$ cat config.mk
export PLATFORM = sky130hd
export DESIGN_NAME = move_order_ctrl_flat
export DESIGN_NICKNAME = d
export VERILOG_FILES = /design/src/rtl/move_order_ctrl_pkg.sv /design/src/rtl/move_order_ctrl_if.sv /design/src/rtl/move_order_ctrl_stats.sv /design/src/rtl/move_order_ctrl.sv /design/src/flat_wrapper.sv
export SDC_FILE = /design/constraint.sdc
export NUM_CORES = 1
export LEC_CHECK = 0
export BUFFER_PORTS_ARGS = -buffer_cell sky130_fd_sc_hd__clkbuf_2
export CORE_ASPECT_RATIO = 0.6
export CORE_UTILIZATION = 30
export CTS_BUF_LIST = sky130_fd_sc_hd__clkbuf_2 sky130_fd_sc_hd__clkbuf_4 sky130_fd_sc_hd__clkbuf_8
export CTS_CLUSTER_DIAMETER = 100
export DETAILED_ROUTE_END_ITERATION = 12
export GPL_TIMING_DRIVEN = 0
export PLACE_DENSITY = 0.79
export SYNTH_ARGS = -nofsm -noshare
export SYNTH_HDL_FRONTEND = slang
export SYNTH_SLANG_ARGS = --single-unit
$ cat constraint.sdc
create_clock -name clk_in -period 5.7 [get_ports clk_in]
set_input_delay 0 -clock clk_in [delete_from_list [all_inputs] [get_ports clk_in]]
set_output_delay 0 -clock clk_in [all_outputs]
set_load 0.01 [all_outputs]
$ cat src/rtl/move_order_ctrl_pkg.sv
// Shared types and helpers for the move-ordering sequencer.
package move_order_pkg;

    localparam int STAT_BITS = 16;

    typedef enum logic [1:0] {
        ST_CLEAR = 2'd0,
        ST_IDLE  = 2'd1,
        ST_FILL  = 2'd2,
        ST_DRAIN = 2'd3
    } state_e;

    function automatic int COUNT_BITS(input int max_len);
        return $clog2(max_len + 1);
    endfunction

endpackage

$ cat src/rtl/move_order_ctrl_if.sv
// Generator-side beat channel and search-side move channel of the sequencer.
interface move_order_ctrl_if #(
    parameter int KEY_BITS   = 8,
    parameter int VALUE_BITS = 15
);
    logic [VALUE_BITS-1:0] gen_value_in;
    logic [KEY_BITS-1:0]   gen_key_in;
    logic                  gen_valid_in;
    logic                  gen_last_in;
    logic                  gen_none_in;
    logic                  gen_ready_out;
    logic                  move_valid_out;
    logic [VALUE_BITS-1:0] move_value_out;
    logic [KEY_BITS-1:0]   move_key_out;
    logic                  move_last_out;
    logic                  move_ready_in;

    modport slave (
        input  gen_value_in, gen_key_in, gen_valid_in, gen_last_in, gen_none_in, move_ready_in,
        output gen_ready_out, move_valid_out, move_value_out, move_key_out, move_last_out
    );

    modport master (
        output gen_value_in, gen_key_in, gen_valid_in, gen_last_in, gen_none_in, move_ready_in,
        input  gen_ready_out, move_valid_out, move_value_out, move_key_out, move_last_out
    );
endinterface

$ cat src/rtl/move_order_ctrl_stats.sv
// Saturating insert/pop/stall counters; built only with MOVE_ORDER_STATS_EN.
module move_order_stats
    import move_order_pkg::*;
(
    input  logic                 clk_in,
    input  logic                 rst_n_in,
    input  logic                 clear_in,
    input  logic                 insert_in,
    input  logic                 pop_in,
    input  logic                 stall_in,
    output logic [STAT_BITS-1:0] stat_inserts_out,
    output logic [STAT_BITS-1:0] stat_pops_out,
    output logic [STAT_BITS-1:0] stat_stall_out
);
    logic [2:0]                inc;
    logic [2:0][STAT_BITS-1:0] cnt_w;

    assign inc = {stall_in, pop_in, insert_in};

    generate
        for (genvar gi = 0; gi < 3; gi++) begin : g_cnt
            logic [STAT_BITS-1:0] cnt_q, cnt_d;

            always_comb begin
                cnt_d = cnt_q;
                if (clear_in)
                    cnt_d = '0;
                else if (inc[gi] && !(&cnt_q))
                    cnt_d = cnt_q + 1'b1;
            end

            always_ff @(posedge clk_in or negedge rst_n_in) begin
                if (!rst_n_in)
                    cnt_q <= '0;
                else
                    cnt_q <= cnt_d;
            end

            assign cnt_w[gi] = cnt_q;
        end
    endgenerate

    assign stat_inserts_out = cnt_w[0];
    assign stat_pops_out    = cnt_w[1];
    assign stat_stall_out   = cnt_w[2];
endmodule

$ cat src/rtl/move_order_ctrl.sv
// Sequencer that clears the move sorter, fills it from the generator and drains it to search.
// Optional statistics counters are enabled by defining MOVE_ORDER_STATS_EN.
module move_order_ctrl
    import move_order_pkg::*;
#(
    parameter  int MAX_LEN    = 32,
    parameter  int KEY_BITS   = 8,
    parameter  int VALUE_BITS = 15,
    localparam int CNT_W      = COUNT_BITS(MAX_LEN)
) (
    input  logic                  clk_in,
    input  logic                  rst_n_in,
    input  logic                  start_in,
    input  logic                  abort_in,
    move_order_ctrl_if.slave      bus,
    output logic                  srt_rst_out,
    output logic                  srt_valid_out,
    output logic [VALUE_BITS-1:0] srt_value_out,
    output logic [KEY_BITS-1:0]   srt_key_out,
    output logic                  srt_dequeue_out,
    input  logic [VALUE_BITS-1:0] srt_head_value_in,
    input  logic [KEY_BITS-1:0]   srt_head_key_in,
    output logic                  done_out,
    output logic                  busy_out,
    output logic [CNT_W-1:0]      count_out,
    output logic [STAT_BITS-1:0]  stat_inserts_out,
    output logic [STAT_BITS-1:0]  stat_pops_out,
    output logic [STAT_BITS-1:0]  stat_stall_out
);
    localparam logic [1:0] CLEAR_S = ST_CLEAR;
    localparam logic [1:0] IDLE_S  = ST_IDLE;
    localparam logic [1:0] FILL_S  = ST_FILL;
    localparam logic [1:0] DRAIN_S = ST_DRAIN;

    localparam logic [CNT_W-1:0] FULL = CNT_W'(MAX_LEN);
    localparam logic [CNT_W-1:0] ONE  = CNT_W'(1);

    logic [1:0]       state_q, state_d;
    logic             refill_q, refill_d;
    logic [CNT_W-1:0] count_q, count_d;
    logic             done_q, done_d;
    logic             in_fill, in_drain, insert, dequeue;

    assign in_fill  = (state_q == FILL_S);
    assign in_drain = (state_q == DRAIN_S);

    // Abort masks both handshakes so neither side sees a transfer that did not happen.
    assign bus.gen_ready_out  = in_fill && !abort_in && (count_q < FULL);
    assign insert             = bus.gen_valid_in && bus.gen_ready_out;
    assign bus.move_valid_out = in_drain && !abort_in && (count_q != '0);
    assign dequeue            = bus.move_valid_out && bus.move_ready_in;

    assign bus.move_value_out = srt_head_value_in;
    assign bus.move_key_out   = srt_head_key_in;
    assign bus.move_last_out  = in_drain && (count_q == ONE);

    assign srt_rst_out     = (state_q == CLEAR_S);
    assign srt_valid_out   = insert;
    assign srt_value_out   = bus.gen_value_in;
    assign srt_key_out     = bus.gen_key_in;
    assign srt_dequeue_out = dequeue;

    assign done_out  = done_q;
    assign busy_out  = (state_q != IDLE_S);
    assign count_out = count_q;

    always_comb begin
        state_d  = state_q;
        refill_d = refill_q;
        count_d  = count_q;
        done_d   = 1'b0;
        case (state_q)
            CLEAR_S: begin
                count_d  = '0;
                refill_d = 1'b0;
                state_d  = refill_q ? FILL_S : IDLE_S;
            end
            IDLE_S: begin
                if (start_in) begin
                    state_d  = CLEAR_S;
                    refill_d = 1'b1;
                end
            end
            FILL_S: begin
                if (abort_in) begin
                    state_d  = CLEAR_S;
                    refill_d = 1'b0;
                    done_d   = 1'b1;
                end else begin
                    if (insert)
                        count_d = count_q + ONE;
                    if (insert && bus.gen_last_in)
                        state_d = DRAIN_S;
                    else if (bus.gen_none_in && (count_q == '0))
                        state_d = DRAIN_S;
                end
            end
            default: begin
                if (abort_in) begin
                    state_d  = CLEAR_S;
                    refill_d = 1'b0;
                    done_d   = 1'b1;
                end else if (count_q == '0) begin
                    state_d = IDLE_S;
                end else if (dequeue) begin
                    count_d = count_q - ONE;
                end
            end
        endcase
        // An empty DRAIN cycle is the one that reports completion, then returns to IDLE.
        if ((state_d == DRAIN_S) && (count_d == '0))
            done_d = 1'b1;
    end

    always_ff @(posedge clk_in or negedge rst_n_in) begin
        if (!rst_n_in) begin
            state_q  <= CLEAR_S;
            refill_q <= 1'b0;
            count_q  <= '0;
            done_q   <= 1'b0;
        end else begin
            state_q  <= state_d;
            refill_q <= refill_d;
            count_q  <= count_d;
            done_q   <= done_d;
        end
    end

`ifdef MOVE_ORDER_STATS_EN
    logic stat_clear, stat_stall;

    assign stat_clear = (state_q == IDLE_S) && start_in;
    assign stat_stall = in_fill && bus.gen_valid_in && (count_q == FULL);

    move_order_stats u_stats (
        .clk_in           (clk_in),
        .rst_n_in         (rst_n_in),
        .clear_in         (stat_clear),
        .insert_in        (insert),
        .pop_in           (dequeue),
        .stall_in         (stat_stall),
        .stat_inserts_out (stat_inserts_out),
        .stat_pops_out    (stat_pops_out),
        .stat_stall_out   (stat_stall_out)
    );
`else
    assign stat_inserts_out = '0;
    assign stat_pops_out    = '0;
    assign stat_stall_out   = '0;
`endif
endmodule

$ cat src/flat_wrapper.sv
// flat-port wrapper written by rule: the top's interface ports become plain ports
module move_order_ctrl_flat import move_order_pkg::*;
#(
    parameter  int MAX_LEN    = 32,
    parameter  int KEY_BITS   = 8,
    parameter  int VALUE_BITS = 15,
    localparam int CNT_W      = COUNT_BITS(MAX_LEN)
)
  (clk_in, rst_n_in, start_in, abort_in, srt_rst_out, srt_valid_out, srt_value_out, srt_key_out, srt_dequeue_out, srt_head_value_in, srt_head_key_in, done_out, busy_out, count_out, stat_inserts_out, stat_pops_out, stat_stall_out, bus_gen_value_in, bus_gen_key_in, bus_gen_valid_in, bus_gen_last_in, bus_gen_none_in, bus_move_ready_in, bus_gen_ready_out, bus_move_valid_out, bus_move_value_out, bus_move_key_out, bus_move_last_out);
  move_order_ctrl_if #(.KEY_BITS(KEY_BITS), .VALUE_BITS(VALUE_BITS)) bus_i ();
  input  logic clk_in;
  input  logic rst_n_in;
  input  logic start_in;
  input  logic abort_in;
  output logic srt_rst_out;
  output logic srt_valid_out;
  output logic [VALUE_BITS-1:0] srt_value_out;
  output logic [KEY_BITS-1:0] srt_key_out;
  output logic srt_dequeue_out;
  input  logic [VALUE_BITS-1:0] srt_head_value_in;
  input  logic [KEY_BITS-1:0] srt_head_key_in;
  output logic done_out;
  output logic busy_out;
  output logic [CNT_W-1:0] count_out;
  output logic [STAT_BITS-1:0] stat_inserts_out;
  output logic [STAT_BITS-1:0] stat_pops_out;
  output logic [STAT_BITS-1:0] stat_stall_out;
  input wire logic [$bits(bus_i.gen_value_in)-1:0] bus_gen_value_in;
  input wire logic [$bits(bus_i.gen_key_in)-1:0] bus_gen_key_in;
  input wire logic [$bits(bus_i.gen_valid_in)-1:0] bus_gen_valid_in;
  input wire logic [$bits(bus_i.gen_last_in)-1:0] bus_gen_last_in;
  input wire logic [$bits(bus_i.gen_none_in)-1:0] bus_gen_none_in;
  input wire logic [$bits(bus_i.move_ready_in)-1:0] bus_move_ready_in;
  output wire logic [$bits(bus_i.gen_ready_out)-1:0] bus_gen_ready_out;
  output wire logic [$bits(bus_i.move_valid_out)-1:0] bus_move_valid_out;
  output wire logic [$bits(bus_i.move_value_out)-1:0] bus_move_value_out;
  output wire logic [$bits(bus_i.move_key_out)-1:0] bus_move_key_out;
  output wire logic [$bits(bus_i.move_last_out)-1:0] bus_move_last_out;
  assign bus_i.gen_value_in = bus_gen_value_in;
  assign bus_i.gen_key_in = bus_gen_key_in;
  assign bus_i.gen_valid_in = bus_gen_valid_in;
  assign bus_i.gen_last_in = bus_gen_last_in;
  assign bus_i.gen_none_in = bus_gen_none_in;
  assign bus_i.move_ready_in = bus_move_ready_in;
  assign bus_gen_ready_out = bus_i.gen_ready_out;
  assign bus_move_valid_out = bus_i.move_valid_out;
  assign bus_move_value_out = bus_i.move_value_out;
  assign bus_move_key_out = bus_i.move_key_out;
  assign bus_move_last_out = bus_i.move_last_out;
  move_order_ctrl #(.MAX_LEN(MAX_LEN), .KEY_BITS(KEY_BITS), .VALUE_BITS(VALUE_BITS)) u_core (.clk_in(clk_in), .rst_n_in(rst_n_in), .start_in(start_in), .abort_in(abort_in), .bus(bus_i), .srt_rst_out(srt_rst_out), .srt_valid_out(srt_valid_out), .srt_value_out(srt_value_out), .srt_key_out(srt_key_out), .srt_dequeue_out(srt_dequeue_out), .srt_head_value_in(srt_head_value_in), .srt_head_key_in(srt_head_key_in), .done_out(done_out), .busy_out(busy_out), .count_out(count_out), .stat_inserts_out(stat_inserts_out), .stat_pops_out(stat_pops_out), .stat_stall_out(stat_stall_out));
endmodule
=== Word level (Yosys, flattened, before mapping) ===
Cells that the tools add are included.
Widths: inputs -> output; s select.

* Add/subtract/negate cells: 2
* Magnitude comparators: 1
* Multiply operators: 0
* Divide/modulo/power cells: 0
* Mux-type cells: 20
* Bitwise gates (word level): 0
* Equality and inequality tests: 7
* Shift operators: 0
* Reductions and logical operators: 18

{| class="wikitable"
|+ Operators by type and width
! kind !! count
|-
| $mux 6 || 5
|-
| $pmux 6 s3 || 1
|-
| $mux 2 || 7
|-
| $logic_not 6->1 || 2
|-
| $logic_and 1x1->1 || 10
|-
| $add 6x1->6 const B || 1
|-
| $eq 2x2->1 const B || 3
|-
| $eq 6x1->1 const B || 1
|-
| $lt 6x6->1 const B || 1
|-
| $pmux 2 s3 || 1
|-
| $reduce_bool 6->1 || 1
|-
| $sub 6x1->6 const B || 1
|-
| $mux 1 || 5
|-
| $reduce_bool 3->1 || 1
|-
| $eq 2x1->1 const B || 1
|-
| $logic_not 2->1 || 1
|-
| $ne 2x1->1 const B || 1
|-
| $ne 2x2->1 const B || 1
|-
| $pmux 1 s2 || 1
|-
| $reduce_and 2->1 || 1
|-
| $reduce_or 2->1 || 1
|-
| $logic_not 1->1 || 1
|}

* RAM bits: 0
* Word-level logic and storage cells: 52
* Bits in registers: 10
* Memory bits (read-only): 0
* Output and inout port bits: 108
* Memories: 0
* Bits in latches: 0

=== Longest topological paths before layout ===
* Depth after elaboration: 11
* Gate-level depth with buffers: 7

=== Worst setup path after synthesis ===
OpenSTA, ideal clock, no wires.

* Kind: register to register
* Start: register u_core.count_q[0] (netlist: u_core.count_out[0])
* End: register u_core.done_q (netlist: u_core.done_out)
* Slack: 3.345 ns
* Stages on the path, launching flop included: 8
* Setup time: 0.092 ns
* Data required time: 5.608 ns
* Period minus slack after synthesis: 2.355 ns
* Path buffers: 0
* Arrival: 2.263 ns
* Path through: dfrtp_1 -> inv_1 -> ha_1 -> nor3b_2 -> a211o_1 -> a311o_1 -> or4_1 -> o31ai_2

* Cells in the longest elaborated chain, start to end: 10
* Elaborated cells on any way between the ends: 27

{| class="wikitable"
|+ Ends and longest elaborated chain
! item !! RTL line !! source
|-
| start: declaration || move_order_ctrl.sv:40 || <nowiki>logic [CNT_W-1:0] count_q, count_d;</nowiki>
|-
| start signal: assignment || move_order_ctrl.sv:124 || <nowiki>count_q <= count_d;</nowiki>
|-
| parallel branches: the longest is 6 deep, another holds $sub 6x1->6 || n/a ||
|-
| $pmux 6 s3 (*) || move_order_ctrl.sv:72 || <nowiki>case (state_q)</nowiki>
|-
| named net u_core.count_d[1] || move_order_ctrl.sv:40 ||
|-
| $logic_not 6->1 (*) || move_order_ctrl.sv:111 || <nowiki>if ((state_d == DRAIN_S) && (count_d == '0))</nowiki>
|-
| $logic_and 1x1->1 (*) || move_order_ctrl.sv:111 ||
|-
| $mux 1 (*) || move_order_ctrl.sv:111 ||
|-
| named net u_core.done_d || move_order_ctrl.sv:41 || <nowiki>logic done_q, done_d;</nowiki>
|-
| end signal: assignment || move_order_ctrl.sv:125 || <nowiki>done_q <= done_d;</nowiki>
|-
| end: declaration || move_order_ctrl.sv:41 ||
|}

Mark *: on every way through the listed nets, which the timed path passes.
A chain may end at the register's enable or synchronous reset.

=== Final worst setup path ===
Same ends and word-level chain as after synthesis.

==> impl_metrics.yaml <==
routing:
  vias: 1579
  ant_nets: 0
  routed_via_density: 4.11
  drt_pre_antenna_iters: 4
  drc: 0
  routed_wl_um: 3990
  wl_per_cell_um: 10.4
  drt-initial-drc-count: 143
power_and_ir_drop:
  peakVddDrop_v: 0.000134
  power_frac_seq_pct: 20.4
  p_per_area_nw_per_um2: 273
  swShare_pct: 46.2
  p_total_uw: 621
  pwr-share-clk_pct: 14.5
  netSwitchingPower_uw: 287
  p_int_uw: 335
  p_leak_uw: 0.00130
  combPwrFrac_pct: 65.1
placement:
  place.gp.congestion: 0.896
  placed_area_um2: 2210
  io_buffers: 66
  dpl.hpwl_um: 3430
  dpl.cell_count: 379
synthesis:
  synth_cells: 200
  yosys.area.top_type_share_pct: 43.5
  synth_area_um2: 1620
  synth.avg_cell_area_um2: 8.11
  synth_cell_type_count: 51
  ys_async_sr_fraction_pct: 100
  ys_seq_elements: 10
  synth_edf_count: 0
  ys_seq_area_share_pct: 15.4
  synth.most_common_cell: "buf_4"
  synth_ff_type: "dfrtp_1"
  ys_top_cells_by_area: "buf_4, dfrtp_1, ha_1"
  synth_warnings: 0
  synth_top_cell_by_area: "buf_4"
  synth_commonest_cells: "buf_4, dfrtp_1, nand2_1, nor2_1, nand3b_1"
floorplanning:
  start_util_pct: 31.6
  rows: 20
  dieWidth_um: 97.0
  io_pins: 162
  die_area_um2: 5720
  chipHeight_um: 59.0
  core_um2: 5130
global_route:
  grt_overflow: 0
  grt_start_max_net_pins: 12
  grt_pass1_wl_um: 5780
  antenna_found_initial: 0
  track_usage_pct: 12.4
  first_global_vias: 1230
run:
  maxCapViolations: 0
timing:
  fmax_ghz: 0.378
  hold_viol: 0
  hold_slack_ns: 0.0662
  skew_ns: 0.00342
  fin_setup_tns_ns: 0
  setup_viol: 0
  maxSlewViolCount: 0
  rsz0062_at_grt: "false"
  tightest_slew_ns: 0.498
  post-route-period-util_pct: 46.4
  slew_headroom_pct: 66.5
  finalCriticalPeriod_ns: 2.65
critical_path:
  cp_max_fo: 11
  reg2reg_from: "u_core.count_out[0]"
  timing.rr.end: "u_core.done_out"
  r2r_cells: 7
  worst_ep_arrival_time_ns: 2.79
  r2r_setup_slack_ns: 3.05
  timing_worst_setup_path_type: "flip-flop to flip-flop"
  crit_required_ns: 5.84
  start_kind: "flip-flop"
  end_kind: "flip-flop"
clock_network:
  cts_max_level: 1
  cts_tree: "done"
  cts_buffer_depth: 2
  cts_sinks: 10
  cts-root-buf: "clkbuf_8"
  cts_inserted_buffers: 3
  cts.clk_slew.worst_paths_ns: 0.05
  insertion_delay_ns: 0.24
layout:
  fillers: 513
  n_antenna_cell: 0
  drive_gt1_share_pct: 56.3
  instances_no_fill: 384
  fin_area_um2: 2280
  finalNetCount: 376
  syn2layout_area_growth_pct: 40.3
status:
  outcome: "completed"
worst_hold_path:
  hold-path-endpoint: "u_core.state_q[0]"
  hold_path.class: "input pin to flip-flop"
  hp-start: "start_in"
  min_path_cells: 4
==> worst max-delay path: stages, from the launching register on <==
cell	delay [ns]
dfrtp_1	0.56
inv_1	0.08
ha_1	0.25
nor3b_2	0.21
a211o_1	0.27
a311o_1	0.38
or4_1	0.55
o31ai_2	0.25
==> stage by stage <==
step | worst slack (ns) | util (%)
floorplan | 3.34 | -
global placement | 3.11 | 43.1
detailed placement | 3.13 | 43.1
CTS | 3.10 | 44.4
global route | 2.95 | 44.4
finish | 3.05 | 44.4
==> power groups by stage <==
stage | Sequential [uW] | Combinational [uW] | Clock [uW]
after floorplan | 126 | 290 | 0
after global placement | 126 | 396 | 0
after detailed placement | 127 | 400 | 0
after CTS | 126 | 401 | 91.9
after global routing | 130 | 443 | 94.8
final | 127 | 405 | 89.8
==> what timing repair did <==
action / CTS / global route
gates resized for setup: 0 / 0
hold buffers: 1 / 0
endpoints found under the hold margin: 10 / 0
setup buffers: 0 / 0
==> registers in the layout, indices dropped and copies added, names as in the netlist <==
register / flops
u_core.count_out: 6
u_core.state_q: 2
u_core.done_out: 1
u_core.refill_q: 1
==> cells by family (layout without fill, tap and decap cells) <==
group                      count (synthesis)  count (layout)  synth area share [%]
buffers and inverters                    106             177                  47.3
AOI/OAI and AO/OA                         26              26                  13.0
and+or+nand+nor                           52              52                  20.5
adders and majority gates                  3               3                  2.31
other                                      1              48                 0.231
muxes                                      2               2                  1.23
DFF                                       10              10                  15.4
==> worst max path at each step <==
stage / from / end
floorplan: u_core.count_out[0] / u_core.done_out
global placement: u_core.count_out[0] / u_core.done_out
detailed placement: u_core.count_out[0] / u_core.done_out
CTS: u_core.count_out[0] / u_core.done_out
global route: u_core.count_out[0] / u_core.done_out
finish: u_core.count_out[0] / u_core.done_out
==> cell type report <==
type / instances / area, um^2 / share of cell area, %
Timing Repair Buffer: 67 / 340 / 14.9
Inverter: 4 / 15.0 / 0.659
Sequential cell: 10 / 250 / 11.0
Multi-Input combinational cell: 131 / 781 / 34.3
Buffer: 102 / 753 / 33.1
Tap cell: 66 / 82.6 / 3.63
Clock buffer: 4 / 55.1 / 2.42
==> placed cells by master (no fill, tap or decap), types with 2 or more instances in the layout <==
cell / count
buf_4: 94
clkbuf_2: 66
conb_1: 48
dfrtp_1: 10
nand2_1: 9
nor2_1: 7
nand3b_1: 5
inv_1: 4
nand2b_1: 4
nor3_1: 4
clkbuf_8: 4
clkbuf_1: 3
or4_1: 3
a21oi_1: 3
ha_1: 3
buf_6: 2
buf_2: 2
or3b_2: 2
nand3_1: 2
nor3b_1: 2
o22ai_1: 2
o31ai_1: 2
nand4_1: 2
nor2b_1: 2
a2bb2oi_1: 2
mux2i_1: 2
a211oi_1: 2
==> per-layer routing <==
metal  global-route usage, %  vias up  part of all wire, %
met2                    20.0       72                   48
met3                    3.89        2                  9.2
met1                    16.7      721                   42
met5                       0        -                    0
li1                        -      784                    -
met4                    1.71        0                 0.40
(Power assumes the default switching activity.)
